`config.mk`:
```
export PLATFORM = sky130hd
export DESIGN_NAME = ddp_buf_pool
export DESIGN_NICKNAME = d
export VERILOG_FILES = /design/src/rtl/ddp_pkg.sv /design/src/rtl/ddp_slot_ram.sv /design/src/rtl/ddp_buf_pool.sv
export SDC_FILE = /design/constraint.sdc
export NUM_CORES = 2
export LEC_CHECK = 0
export BUFFER_PORTS_ARGS = -buffer_cell sky130_fd_sc_hd__buf_2
export CELL_PAD_IN_SITES_DETAIL_PLACEMENT = 1
export CELL_PAD_IN_SITES_GLOBAL_PLACEMENT = 1
export CORE_MARGIN = 8
export CORE_UTILIZATION = 26
export CTS_CLUSTER_SIZE = 10
export DETAILED_ROUTE_END_ITERATION = 10
export PLACE_DENSITY = 0.5
export SYNTH_ARGS = -nofsm -noshare
export SYNTH_HDL_FRONTEND = slang
export SYNTH_SLANG_ARGS = --single-unit
```
`constraint.sdc`:
```
create_clock -name clock -period 6.4 [get_ports clock]
set_input_delay 0.96 -clock clock [delete_from_list [all_inputs] [get_ports clock]]
set_output_delay 0.96 -clock clock [all_outputs]
set_load 0.1 [all_outputs]
```
`src/rtl/ddp_pkg.sv`:
```
// Shared constants and types for the DDP receive-buffer registration pool.
package ddp_pkg;

  localparam int unsigned DDP_POOL_DEPTH = 32;
  localparam int unsigned DDP_PTR_W      = 5;
  localparam int unsigned DDP_SLOT_BYTES = 4096;
  localparam int unsigned DDP_ADDR_W     = 64;

  typedef enum logic {
    IDLE = 1'b0,
    FILL = 1'b1
  } pool_state_e;

endpackage

```
`src/rtl/ddp_slot_ram.sv`:
```
// Slot address table: one write port, one registered read port (read-before-write).
module ddp_slot_ram #(
  parameter int unsigned DEPTH  = 32,
  parameter int unsigned ADDR_W = 64,
  parameter int unsigned IDX_W  = 5
) (
  input  logic              clk_i,
  input  logic              rst_i,
  input  logic              we_i,
  input  logic [IDX_W-1:0]  waddr_i,
  input  logic [ADDR_W-1:0] wdata_i,
  input  logic [IDX_W-1:0]  raddr_i,
  output logic [ADDR_W-1:0] rdata_o
);

  logic [ADDR_W-1:0] mem_q [DEPTH];
  logic [ADDR_W-1:0] rdata_q;

  // Table storage; contents are not reset.
  always_ff @(posedge clk_i) begin
    if (we_i) mem_q[waddr_i] <= wdata_i;
  end

  // Registered read; a same-cycle write to the same slot is not visible yet.
  always_ff @(posedge clk_i or posedge rst_i) begin
    if (rst_i) rdata_q <= '0;
    else       rdata_q <= mem_q[raddr_i];
  end

  assign rdata_o = rdata_q;

endmodule

```
`src/rtl/ddp_buf_pool.sv`:
```
// Receive-buffer registration pool: circular slot table filled by registration,
// released oldest-first by the transmit path.
module ddp_buf_pool
  import ddp_pkg::*;
#(
  parameter int unsigned DEPTH      = DDP_POOL_DEPTH,
  parameter int unsigned SLOT_BYTES = DDP_SLOT_BYTES,
  parameter int unsigned ADDR_W     = DDP_ADDR_W
) (
  input  logic                 clock,
  input  logic                 reset,
  input  logic                 bufRegister,
  input  logic [2:0]           rgstrNum,
  input  logic [ADDR_W-1:0]    rgstrAddr,
  output logic                 rgstrBusy,
  output logic                 rgstrAck,
  output logic                 rgstrReject,
  output logic [DDP_PTR_W-1:0] rgstrPtr,
  output logic [DDP_PTR_W-1:0] lastNum,
  output logic                 poolEmpty,
  output logic                 poolFull,
  output logic [DDP_PTR_W:0]   freeCount,
  input  logic                 bufRelease,
  input  logic [2:0]           releaseNum,
  output logic                 releaseErr,
  input  logic [DDP_PTR_W-1:0] slotRdAddr,
  output logic [ADDR_W-1:0]    slotRdData
);

  localparam logic [DDP_PTR_W:0] DEPTH_CNT = (DDP_PTR_W+1)'(DEPTH);

  pool_state_e           state_q;
  logic                  busy_q, ack_q, reject_q, rel_err_q;
  logic [DDP_PTR_W-1:0]  wr_ptr_q, rd_ptr_q, last_q, fill_idx_q;
  logic [2:0]            n_q, k_q;
  logic [ADDR_W-1:0]     acc_q;
  logic [DDP_PTR_W:0]    used_q, used_d, free_q;
  logic                  empty_q, full_q;

  logic                  accept, fill_last, rel_over;
  logic [DDP_PTR_W:0]    req_n, rel_n, rel_m, reserve;

  // Admission, release clamp and next used count (release clamps on pre-reservation used).
  always_comb begin
    req_n     = {3'b000, rgstrNum};
    rel_n     = {3'b000, releaseNum};
    accept    = (state_q == IDLE) && bufRegister && (rgstrNum != 3'd0) && (req_n <= free_q);
    reserve   = accept ? req_n : '0;
    rel_over  = bufRelease && (rel_n > used_q);
    rel_m     = '0;
    if (bufRelease) rel_m = rel_over ? used_q : rel_n;
    used_d    = used_q + reserve - rel_m;
    fill_last = (state_q == FILL) && (k_q == n_q - 3'd1);
  end

  // Registration FSM: reserve on accept, then write one slot per FILL cycle.
  always_ff @(posedge clock or posedge reset) begin
    if (reset) begin
      state_q    <= IDLE;
      busy_q     <= 1'b0;
      ack_q      <= 1'b0;
      reject_q   <= 1'b0;
      wr_ptr_q   <= '0;
      last_q     <= '0;
      fill_idx_q <= '0;
      n_q        <= '0;
      k_q        <= '0;
      acc_q      <= '0;
    end else begin
      ack_q    <= 1'b0;
      reject_q <= 1'b0;
      case (state_q)
        IDLE: begin
          if (bufRegister) begin
            if (accept) begin
              n_q        <= rgstrNum;
              acc_q      <= rgstrAddr;
              fill_idx_q <= wr_ptr_q;
              k_q        <= '0;
              busy_q     <= 1'b1;
              state_q    <= FILL;
            end else begin
              reject_q <= 1'b1;
            end
          end
        end
        FILL: begin
          fill_idx_q <= fill_idx_q + 1'b1;
          k_q        <= k_q + 3'd1;
          acc_q      <= acc_q + ADDR_W'(SLOT_BYTES);
          if (fill_last) begin
            wr_ptr_q <= fill_idx_q + 1'b1;
            last_q   <= fill_idx_q;
            ack_q    <= 1'b1;
            busy_q   <= 1'b0;
            state_q  <= IDLE;
          end
        end
        default: state_q <= IDLE;
      endcase
    end
  end

  // Occupancy, read pointer and registered status flags.
  always_ff @(posedge clock or posedge reset) begin
    if (reset) begin
      used_q    <= '0;
      rd_ptr_q  <= '0;
      rel_err_q <= 1'b0;
      empty_q   <= 1'b1;
      full_q    <= 1'b0;
      free_q    <= DEPTH_CNT;
    end else begin
      used_q    <= used_d;
      rd_ptr_q  <= rd_ptr_q + rel_m[DDP_PTR_W-1:0];
      rel_err_q <= rel_over;
      empty_q   <= (used_d == '0);
      full_q    <= (used_d == DEPTH_CNT);
      free_q    <= DEPTH_CNT - used_d;
    end
  end

  ddp_slot_ram #(
    .DEPTH  (DEPTH),
    .ADDR_W (ADDR_W),
    .IDX_W  (DDP_PTR_W)
  ) u_slot_ram (
    .clk_i   (clock),
    .rst_i   (reset),
    .we_i    (state_q == FILL),
    .waddr_i (fill_idx_q),
    .wdata_i (acc_q),
    .raddr_i (slotRdAddr),
    .rdata_o (slotRdData)
  );

  assign rgstrBusy   = busy_q;
  assign rgstrAck    = ack_q;
  assign rgstrReject = reject_q;
  assign rgstrPtr    = wr_ptr_q;
  assign lastNum     = last_q;
  assign poolEmpty   = empty_q;
  assign poolFull    = full_q;
  assign freeCount   = free_q;
  assign releaseErr  = rel_err_q;

endmodule

```
==> summary.txt <==
Most frequent cells after synthesis = edfxtp_1 (2048), mux4_2 (497), mux2i_1 (230)
Overall Power = 41300 µW
Wire length of the first global-routing pass = 365 mm
Avg Inst Size Synth = 21.8 µm²
Die ar. = 345000 µm²
DRT iter0 DRCs = 3790
RSZ-0062 raised after global routing = false
Largest cells by area after synthesis = edfxtp_1 (72%), mux4_2 (13%), dfrtp_1 (4.9%), mux2i_1 (2.7%), a22o_1 (0.80%)
Library cells used by synthesis = 59
FF+latch count, synth = 2215
Slowest stage cell, crit path = fa_1
HPWL after detailed placement = 140 mm
Max Buffers Root-to-Sink = 4
Post-synthesis adder-cell area fraction = 0.395%
# DRC = 0
Most frequent cell on the critical path = inv_1
GRT overflow = 0
Area growth syn-to-layout = 17.7%
Vias = 42.1k
Largest net degree at the start of global routing = 116
Highest clock rate = 235 MHz
Die X = 588 µm
Final Hold Violating Endpoints = 0
Worst EP required = 7.09 ns
Num CTS Buffers = 269
Xor and xnor area share after synthesis = 0.670%
Period utilisation layout = 66.4%
Worst Clk Skew = 0.0473 ns
CTS Root Cell = clkbuf_16
Setup Fix Bufs, Post-CTS = 0
Pwr dens = 413 nW/µm²
Initial antenna violation count = 28
IO buf count = 164
Die H = 588 µm
Worst-Margin Slew = 1.29 ns
Max Cap Viol = 0
Post-synthesis compound-gate area fraction = 2.81%
Mux share of post-synthesis cell area = 15.9%
Maximum VDD drop = 0.498 mV
Outcome = completed
Placed Cells = 8352
Vias in the first global route = 45.6k
Crit path kind = flop to flop
# rows = 210
Fin util = 30.6%
Worst path cell trace = inv_1, ha_1, nor2b_1, o21a_1, o211ai_1, and2_4, nand2_1, fa_1, inv_1, ha_1, a21o_1, a21oi_1, o21bai_1, a21oi_1, xor2_1, inv_1, and2_1
Post-synth EDFFs = 2048
Worst Hold Class = input port to async pin
Cell taking the most area after synthesis = edfxtp_1
Largest delay contributor family on the critical path = compound AO/OA/AOI/OAI gates
Top cell type's share of synthesized area = 72.4%
Syn Std Cell Area = 85000 µm²
Pins over their slew limit = 0
Sequential fraction of the synthesis area = 77.3%
Ys async rst share = 7.54%
Cell with the most instances after synthesis = edfxtp_1
Buf/Inv on CP = 3
Clock latency on the worst-skew pair = 0.85 ns
Worst Setup End Kind = flop
Clock transition at the registers of the reported paths = 0.06 ns
Layout cells sized above 1 = 26.5%
CTS sink count = 2215
Leakage = 0.0322 µW
Hold_buf cts = 0
Setup violations, final = 0
DRT Pass-1 Iters = 5
Nets = 4381
I/O pin cnt = 165
Finished Layout Cells = 8813
Post-synthesis cell count = 3897
Final min period = 4.25 ns
Simple-Gate Fraction of Synth Area = 1.78%
WL/cell = 29.7 µm
Routability cong. = 0.736
Slew HR = 14.0%
Type of element launching the critical path = flop
YS warnings = 0
Drt total wl = 262 mm
CTS resizes = 0
Depth of the CTS H-tree = 5
Worst EP arrival = 4.94 ns
Slowest stage delay, CP = 0.56 ns
Primary FF master, synth = edfxtp_1
Main combinational cell family by area after synthesis = multiplexers
Core box area = 326000 µm²
Antenna Violating Nets Remaining = 0
CTS tree = built
Gr usage total = 14.7%
Max FO, Critical Path = 30
Initial core utilization = 26.0%
Vias per cell = 4.78
Setup TNS = 0 ns
routing by layer:
metal  vias to the layer above  track usage (%)  share of wire [%]
li1                      17100                -                  -
met1                     23500             20.5                 45
met2                      1113             24.3                 48
met3                       389             2.30                4.8
met4                        18             3.25                2.2
met5                         -                0              0.041
sequential cells by signal, summed over array words and instances, names as in the netlist, 3 cells and up:
signal	count
fill_idx_q	5
u_slot_ram.rdata_o	64
k_q	3
acc_q	64
used_q	5
freeCount	6
u_slot_ram.mem_q	2048
lastNum	5
n_q	3
rgstrPtr	5
layout make-up:
class,instances,area [µm²]
Antenna cell,12,30.0
Clock buffer,423,7520
Clock inverter,26,310
Fill cell,32800,226000
Inverter,32,128
Multi-Input combinational cell,1444,18600
Sequential cell,2215,65700
Tap cell,4346,5440
Timing Repair Buffer,315,2280
layout by cell type (no fill, tap or decap), types with 4 or more instances in the layout:
cell type | netlist | routed
inv_6 | 0 | 10
xnor2_1 | 39 | 39
o31ai_1 | 14 | 14
o221ai_1 | 14 | 14
nand3_1 | 27 | 27
inv_1 | 31 | 30
o22ai_1 | 4 | 4
xor2_1 | 26 | 26
clkinv_8 | 0 | 6
dfrtp_1 | 165 | 165
a22oi_1 | 37 | 37
clkinv_1 | 0 | 4
a21oi_1 | 23 | 22
a211oi_1 | 15 | 15
buf_4 | 4 | 129
diode_2 | 0 | 12
mux4_2 | 497 | 497
a22o_1 | 78 | 78
nor3_1 | 16 | 16
clkbuf_16 | 0 | 276
edfxtp_1 | 2048 | 2048
nor2_1 | 57 | 23
mux2i_1 | 230 | 230
ha_1 | 22 | 22
nor2b_1 | 24 | 19
and3_1 | 11 | 11
clkbuf_1 | 105 | 141
o21ai_1 | 8 | 8
and4_1 | 5 | 5
nand2_1 | 107 | 106
a221o_1 | 9 | 9
nand4_1 | 20 | 20
clkbuf_8 | 0 | 6
nor2_4 | 0 | 34
and2_1 | 10 | 7
nand3b_1 | 4 | 4
buf_12 | 0 | 23
a221oi_1 | 50 | 50
buf_2 | 65 | 159
o21ai_0 | 58 | 58
cell families after synthesis:
family / count (synthesis)
flip-flops: 2215
multiplexers: 728
AO/OA/AOI/OAI: 320
AND/OR/NAND/NOR: 304
buffers and inverters: 239
XOR/XNOR: 65
adder cells (fa/ha/maj): 25
other: 1
metrics by stage:
stage	cell area [µm²]	worst slack [ns]	hold WS [ns]
floorplan	85000	0.925	0.466
global placement	92200	1.42	0.462
detailed placement	92200	1.37	0.462
CTS	100000	2.08	0.213
global route	100000	1.85	0.251
finish	100000	2.15	0.232
report_power, final:
part | total [µW] | leakage [µW] | switching (µW) | internal [µW]
registers | 20700 | 0.0206 | 1340 | 19300
logic | 6650 | 0.00779 | 4990 | 1660
clock network | 14000 | 0.00376 | 5850 | 8140
final timing paths:
check                                  startpoint                     end  slack [ns]  cells after the start
max                        freeCount[1]$_DFF_PP0_      poolFull$_DFF_PP0_        2.15                     17
min                                         reset  lastNum[3]$_DFFE_PP0P_        0.23                      2
max reg2reg                freeCount[1]$_DFF_PP0_      poolFull$_DFF_PP0_        2.15                     17
min reg2reg                lastNum[2]$_DFFE_PP0P_  lastNum[2]$_DFFE_PP0P_        0.48                      2
max in group asynchronous                   reset    acc_q[1]$_DFFE_PP0P_        4.96                      3
min in group clock                   rgstrAddr[9]    acc_q[9]$_DFFE_PP0P_        0.33                      3
(Power assumes the default switching activity.)
